===== src/rtl/regfile_wb_ctrl.sv =====
// regfile_wb_ctrl
// Write-side controller for the 32x32 register file write port. It merges the
// in-order pipeline writeback with buffered mult/div results and issues at most
// one register write per cycle. It also keeps a busy scoreboard of registers
// that still have a mult/div result outstanding.
//
// Optional feature macro: WB_BYPASS_EN (adds write-port read forwarding).
//
// Ports:
//   clock, ctrl_reset              rising-edge clock, synchronous active-high reset
//   pipe_we, pipe_reg, pipe_data   pipeline writeback request (held while pipe_ready=0)
//   pipe_ready                     0 = pipeline write not taken this cycle
//   md_issue, md_issue_reg         mult/div op issued; marks its destination busy
//   md_valid, md_reg, md_data      mult/div result, transferred when md_valid & md_ready
//   md_ready                       result FIFO has room
//   busy_vec                       bit i = register i has a pending mult/div write
//   ctrl_writeEnable, ctrl_writeReg, data_writeReg   registered register-file write port
//   ctrl_readRegA/B, data_regA/B, fwd_A/B           (WB_BYPASS_EN) read forwarding
module regfile_wb_ctrl #(
  parameter int MD_DEPTH     = 2,
  parameter int STARVE_LIMIT = 4
) (
  input  logic        clock,
  input  logic        ctrl_reset,
  input  logic        pipe_we,
  input  logic [4:0]  pipe_reg,
  input  logic [31:0] pipe_data,
  output logic        pipe_ready,
  input  logic        md_issue,
  input  logic [4:0]  md_issue_reg,
  input  logic        md_valid,
  input  logic [4:0]  md_reg,
  input  logic [31:0] md_data,
  output logic        md_ready,
  output logic [31:0] busy_vec,
`ifdef WB_BYPASS_EN
  input  logic [4:0]  ctrl_readRegA,
  input  logic [4:0]  ctrl_readRegB,
  input  logic [31:0] data_regA,
  input  logic [31:0] data_regB,
  output logic [31:0] fwd_A,
  output logic [31:0] fwd_B,
`endif
  output logic        ctrl_writeEnable,
  output logic [4:0]  ctrl_writeReg,
  output logic [31:0] data_writeReg
);

  localparam int AW = $clog2(MD_DEPTH);
  localparam int CW = $clog2(STARVE_LIMIT + 1);
  localparam logic [CW-1:0] LIMIT = CW'(STARVE_LIMIT);
  localparam logic [AW:0]   DEPTH = (AW+1)'(MD_DEPTH);

  logic [4:0]    fifo_reg  [MD_DEPTH];
  logic [31:0]   fifo_data [MD_DEPTH];
  logic [AW-1:0] wr_ptr;
  logic [AW-1:0] rd_ptr;
  logic [AW:0]   count;
  logic [CW-1:0] starve_cnt;

  logic        nonempty;
  logic        full;
  logic        pipe_req;
  logic        force_head;
  logic        head_wins;
  logic        pipe_wins;
  logic        push;
  logic [4:0]  head_reg;
  logic [31:0] head_data;
  logic [31:0] busy_nxt;

  // All decisions use start-of-cycle occupancy: a full FIFO refuses a push
  // even in a cycle where it also pops.
  assign nonempty   = (count != '0);
  assign full       = (count == DEPTH);
  assign head_reg   = fifo_reg[rd_ptr];
  assign head_data  = fifo_data[rd_ptr];
  assign pipe_req   = pipe_we && (pipe_reg != 5'd0);
  assign force_head = nonempty && (starve_cnt >= LIMIT);
  assign head_wins  = force_head || (nonempty && !pipe_req);
  assign pipe_wins  = pipe_req && !force_head;
  assign push       = md_valid && !full;

  // Writes to r0 are acked and dropped, so the pipe only stalls when forced out.
  assign pipe_ready = ctrl_reset || !force_head;
  assign md_ready   = ctrl_reset || !full;

  // Issue and retire of the same register in one cycle: the set wins.
  always_comb begin
    busy_nxt = busy_vec;
    if (head_wins) busy_nxt[head_reg] = 1'b0;
    if (md_issue && (md_issue_reg != 5'd0)) busy_nxt[md_issue_reg] = 1'b1;
  end

  always_ff @(posedge clock) begin
    if (!ctrl_reset && push) begin
      fifo_reg[wr_ptr]  <= md_reg;
      fifo_data[wr_ptr] <= md_data;
    end
  end

  always_ff @(posedge clock) begin
    if (ctrl_reset) begin
      wr_ptr           <= '0;
      rd_ptr           <= '0;
      count            <= '0;
      starve_cnt       <= '0;
      busy_vec         <= '0;
      ctrl_writeEnable <= 1'b0;
      ctrl_writeReg    <= 5'd0;
      data_writeReg    <= 32'd0;
    end else begin
      if (push) wr_ptr <= wr_ptr + 1'b1;
      if (head_wins) rd_ptr <= rd_ptr + 1'b1;
      if (push && !head_wins) count <= count + 1'b1;
      else if (!push && head_wins) count <= count - 1'b1;

      if (!nonempty || head_wins) starve_cnt <= '0;
      else if (starve_cnt < LIMIT) starve_cnt <= starve_cnt + 1'b1;

      busy_vec <= busy_nxt;

      // md results for r0 are popped without producing a write.
      if (pipe_wins) begin
        ctrl_writeEnable <= 1'b1;
        ctrl_writeReg    <= pipe_reg;
        data_writeReg    <= pipe_data;
      end else if (head_wins && (head_reg != 5'd0)) begin
        ctrl_writeEnable <= 1'b1;
        ctrl_writeReg    <= head_reg;
        data_writeReg    <= head_data;
      end else begin
        ctrl_writeEnable <= 1'b0;
      end
    end
  end

`ifdef WB_BYPASS_EN
  // Covers the write-port cycle before the register file has committed.
  assign fwd_A = (ctrl_writeEnable && (ctrl_writeReg == ctrl_readRegA) && (ctrl_readRegA != 5'd0))
                 ? data_writeReg : data_regA;
  assign fwd_B = (ctrl_writeEnable && (ctrl_writeReg == ctrl_readRegB) && (ctrl_readRegB != 5'd0))
                 ? data_writeReg : data_regB;
`endif

endmodule


===== config.mk =====
export PLATFORM = sky130hd
export DESIGN_NAME = regfile_wb_ctrl
export DESIGN_NICKNAME = d
export VERILOG_FILES = /design/src/rtl/regfile_wb_ctrl.sv
export SDC_FILE = /design/constraint.sdc
export NUM_CORES = 1
export LEC_CHECK = 0
export CAP_MARGIN = 20
export CORE_MARGIN = 8
export CORE_UTILIZATION = 54
export DETAILED_ROUTE_END_ITERATION = 10
export PLACE_DENSITY = 0.86
export SLEW_MARGIN = 20
export SYNTH_ARGS = -nofsm -noshare
export SYNTH_HDL_FRONTEND = slang
export SYNTH_SLANG_ARGS = --single-unit

===== constraint.sdc =====
create_clock -name clock -period 11.5 [get_ports clock]
set_input_delay 1.15 -clock clock [delete_from_list [all_inputs] [get_ports clock]]
set_output_delay 1.15 -clock clock [all_outputs]
set_load 0.01 [all_outputs]

==> qor.csv, run 1 <==
metric,value,unit
layout_common_cells,"154 x clkdlybuf4s50_1, 77 x dfxtp_1, 74 x edfxtp_1",
ctsHtreeMaxLevel,4,
final_util,73.3,%
skew,9.41,ps
die_height,127,µm
final_area,0.00881,mm²
setup_tns,0,ps
grt_antenna_before_repair,1,
top_regs,"fifo_data (64), busy_vec (32), data_writeReg (32)",
core,0.0120,mm²
slew_headroom,37.6,%
grt_pass1_wl,28200,µm
dp.cells,850,
area_growth,32.7,%
largest_register,fifo_data,
switchingPower,0.000453,W
finalSetupViolCount,0,
arrival,2770,ps
gr-total-overflow,0,
grt_pass1_vias,5460,
cts_setup_buffers,0,
clock-sinks,152,
synth_area_leaders,"edfxtp_1 33%, dfxtp_1 24%, mux2i_1 11%",
power_frac_comb,22.8,%
ys_warn_count,0,
largest_reg_flops,64,
final_common_cell,clkdlybuf4s50_1,
worstPathMaxFanout,78,
netlist_area,0.00664,mm²
hold_viol_final,0,
clockBufferDepth,2,
routed_wl,18200,µm
die_w,127,µm
highest_layer,met5,
p_leak,3.03,nW
drive_above_1_share,7.62,%
layout_min_cycle_time,3920,ps
yosysTopAreaCellShare,33.5,%
io_pins,156,
port_buffers,155,
nNetsFinal,808,
period_share,34.1,%
design.die.area,0.0161,mm²
drc,0,
dr_wl_met2,8790,µm
viasPerCell,6.13,
grt_setup_unrepaired,false,
place_congestion,0.871,
layout.cells.non_filler,882,
synth-main-ff-cell,dfxtp_1,
dr_total_vias,5405,
worst_pin_slew,936,ps
syn_nets,670,
diodes,0,
power_density,182,mW/mm²
drv_slew,0,
synthCells,584,
pwr-share-seq,41.9,%
cts_made_buffers,17,
hold_path.class,reg2reg,
postPlaceCellArea,0.00821,mm²
grt_max_degree,79,
dr_wl_met3,1690,µm
status,finished clean,
clock_power_share,35.3,%
max_freq,0.255,GHz
ys_seq_area_share,57.0,%
whs,434,ps
p_int,0.00115,W
yosysTopAreaCell,edfxtp_1,
tritoncts,done,
drt_pass1_iterations,5,
dp_hpwl,12100,µm
cts_root_buf,clkbuf_16,
dr.first_iter.drc_count,561,
synth_enable_flop_cells,74,
ant_nets,0,
critPathLaunchType,input pin,
m1WireLength,7210,µm
wl_per_cell,20.6,µm
synthDistinctLibCells,50,
grt_usage,22.3,%
initial_core_util,55.3,%
maxCapViolCount,0,
worstPathRequired,10350,ps
setup.worst_path.end_class,output port,
row_count,40,
synthArstFlopShare,0,%
syn_area_per_cell,11.4,µm²
clk_pin_slew,60,ps
criticalPathCategory,in2out,
cts_hold_buf,0,
insertion_delay,430,ps
synth_seq_cells,152,
cts_repair_resize_count,0,
vdd_drop_max,0.126,mV
swShare,28.2,%
Yosys cell counts, types with 2 or more instances:
library cell and number:
and3_1 4, and2_1 2, mux2_2 2, nand2_1 51, nor3_1 43, dfxtp_1 78
ha_1 2, nor3b_1 2, buf_2 7, nor4_1 2, inv_1 8, a31oi_1 4
mux2i_1 72, xor2_1 3, nor3_2 2, nand2b_1 2, nor2_1 57, or2_2 3
nand3_1 4, nor4b_1 2, buf_1 2, nor2b_1 3, a21oi_1 24, or3_1 3
o21ai_0 3, edfxtp_1 74, a211oi_1 24, a221o_1 36, clkbuf_1 26, nand4bb_1 2
a311oi_1 9, buf_4 3, buf_6 7, and4b_1 2
layout make-up:
class | count | area (µm²)
Sequential cell | 152 | 3780
Fill cell | 813 | 3200
Multi-Input combinational cell | 379 | 2590
Timing Repair Buffer | 164 | 1610
Clock buffer | 17 | 425
Tap cell | 147 | 184
Clock inverter | 15 | 176
Inverter | 8 | 30.0
power groups by stage:
stage | clock, W | combinational (W) | sequential, W
6_report | 0.000566 | 0.000366 | 0.000674
5_1_grt | 0.000594 | 0.000390 | 0.000680
4_1_cts | 0.000570 | 0.000366 | 0.000674
3_5_place_dp | 0 | 0.000363 | 0.000684
3_3_place_gp | 0 | 0.000352 | 0.000681
2_1_floorplan | 0 | 0.000218 | 0.000684
cells by family (layout without fill, tap and decap cells):
logic type	after synthesis	in the layout	synth area share, %
compound gates	111	111	13.2
simple gates	189	189	13.7
fa+ha+maj	2	2	0.377
mux	74	74	11.2
buf+inv	53	204	4.09
flops	152	152	57.0
xor+xnor	3	3	0.396
worst max-delay path, cell delays in order:
cell	delay, ps
buf_2	80
buf_4	650
nor2_1	190
nand2_1	140
clkdlybuf4s50_1	540
metrics by stage:
step	power [W]	worst slack, ps
after floorplan	0.000901	6730
final	0.00161	7580
after global placement	0.00103	7610
after CTS	0.00161	7590
after detailed placement	0.00105	7600
after global routing	0.00166	7480
layer usage:
| layer | vias to the layer above | track usage [%] |
|---|---|---|
| li1 | 2474 | - |
| met1 | 2578 | 25.6 |
| met2 | 304 | 37.5 |
| met4 | 2 | 10.4 |
| met5 | - | 0 |
| met3 | 47 | 6.91 |
final timing paths:
| path | startpoint | end | slack [ps] | cells after the start |
|---|---|---|---|---|
| min | starve_cnt[0] | starve_cnt[0] | 430 | 1 |
| max | ctrl_reset | pipe_ready | 7580 | 5 |
| min reg2reg | starve_cnt[0] | starve_cnt[0] | 430 | 1 |
| max reg2reg | flip-flop | data_writeReg[13] | 9020 | 5 |
(Power assumes the default switching activity.)
==> run 2: changes to the inputs <==
Settings changed: CORE_UTILIZATION 54 to 50, PLACE_DENSITY 0.86 to 0.8.
Clock period 11.5 ns to 4 ns, I/O delays scaled along.
==> qor.csv, run 2 (synthesized netlist as in run 1, its figures left out) <==
metric,value,unit,change
setup_slack,1640,ps,-5940 ps
path_cells,nor3b_1 -> o22ai_1 -> a21oi_4 -> buf_4 -> mux2i_1,,
io_pins,156,,unchanged
setup.worst_path.end_class,flip-flop,,
hold_viol_final,0,,unchanged
design.die.area,0.0172,mm²,+7.0%
insertion_delay,420,ps,about the same
period_share,59.0,%,
drc,0,,unchanged
row_count,42,,+5.0%
clk_pin_slew,60,ps,about the same
area_growth,33.7,%,
p_leak,3.03,nW,+0.13%
criticalPathCategory,reg2reg,,
layout_common_cells,"154 x clkdlybuf4s50_1, 77 x dfxtp_1, 74 x edfxtp_1",,
layout_min_cycle_time,2360,ps,
ctsHtreeMaxLevel,4,,unchanged
routed_wl,18300,µm,+0.66%
skew,5.47,ps,-3.94 ps
slew_headroom,39.1,%,+1.5 points
largest_register,fifo_data,,
viasPerCell,5.90,,-3.8%
setup_tns,0,ps,unchanged
vdd_drop_max,0.323,mV,+160%
nNetsFinal,809,,+0.12%
diodes,0,,unchanged
die_height,131,µm,+3.4%
clockBufferDepth,2,,unchanged
grt_usage,20.9,%,-1.4 points
status,finished clean,,
critical_path_buf_inv_count,1,,-2
worst_path_max_delay_cell,dfxtp_2,,
place_ws,1230,ps,-6370 ps
postPlaceCellArea,0.00826,mm²,+0.61%
drv_slew,0,,unchanged
grt_antenna_before_repair,0,,-1
ant_nets,0,,unchanged
worst_pin_slew,913,ps,-22.2 ps
largest_reg_flops,64,,unchanged
dr.first_iter.drc_count,392,,-30%
tritoncts,done,,
max_freq,0.424,GHz,
final_common_cell,clkdlybuf4s50_1,,
drive_above_1_share,7.47,%,-0.15 points
wl_per_cell,20.1,µm,-2.7%
hold_path.class,reg2reg,,
cts_repair_resize_count,0,,unchanged
p_total,0.00466,W,+190%
top_regs,"fifo_data (64), busy_vec (32), data_writeReg (32)",,
worstPathRequired,4340,ps,-6010 ps
critPathLaunchType,flip-flop,,
gr-total-overflow,0,,unchanged
clock-sinks,152,,unchanged
grt_pass1_vias,5585,,+2.3%
dr_total_vias,5378,,-0.50%
grt_pass1_wl,29100,µm,+3.1%
power_density,525,mW/mm²,+190%
grt_setup_unrepaired,false,,
core,0.0131,mm²,+8.9%
cts_made_buffers,17,,unchanged
drt_pass1_iterations,5,,unchanged
finalSetupViolCount,0,,unchanged
grt_max_degree,57,,-28%
cts_setup_buffers,0,,unchanged
port_buffers,155,,unchanged
final_area,0.00887,mm²,+0.70%
dp_hpwl,12600,µm,+4.4%
max_stage_delay,860,ps,+210 ps
worstPathMaxFanout,32,,-59%
cts_root_buf,clkbuf_16,,
die_w,131,µm,+3.4%
initial_core_util,50.7,%,-4.5 points
crit_family,flip-flops,,
cts_hold_buf,0,,unchanged
place_congestion,0.816,,-6.3%
arrival,2710,ps,-60 ps
maxCapViolCount,0,,unchanged
## run 2: final timing paths
kind	depth (start not counted)	from	slack, ps	end
hold / removal	1	starve_cnt[0]	420	starve_cnt[0]
setup / recovery	5	flip-flop	1640	ctrl_writeReg[3]
hold reg to reg	1	starve_cnt[0]	420	starve_cnt[0]
setup reg to reg	5	flip-flop	1640	ctrl_writeReg[3]
## run 2: power breakdown
| part | leakage [nW] | internal, W | switching (W) | total, W |
|---|---|---|---|---|
| Combinational | 1.43 | 0.000516 | 0.000528 | 0.00104 |
| Clock | 0.284 | 0.00104 | 0.000617 | 0.00166 |
| Sequential | 1.32 | 0.00182 | 0.000133 | 0.00195 |
| Total | 3.03 | 0.00338 | 0.00128 | 0.00466 |
## run 2: through the flow
| step | std cells | hold slack, ps | util (%) |
|---|---|---|---|
| 5_1_grt | 912 | 440 | 67.8 |
| 2_1_floorplan | 584 | 396 | - |
| 3_5_place_dp | 880 | 415 | 63.1 |
| 4_1_cts | 912 | 418 | 67.8 |
| 3_3_place_gp | 880 | 402 | 63.1 |
| 6_report | 912 | 421 | 67.8 |
## run 2: area by class of cell
type	instances	area [µm²]
fillers	924	4210
flip-flops and latches	152	3780
multi-input cells	379	2600
repair buffers	165	1620
clock buffers	20	437
well taps	176	220
clock inverters	12	176
inverters	8	30.0
## run 2: layer usage
layer  share of wire (%)  global-route usage [%]  up-vias
met5                   0                       0        -
met4                 3.2                    10.4        0
met3                 7.3                    6.25       46
met2                  49                    35.0      246
met1                  40                    23.8     2598
li1                    -                       -     2488
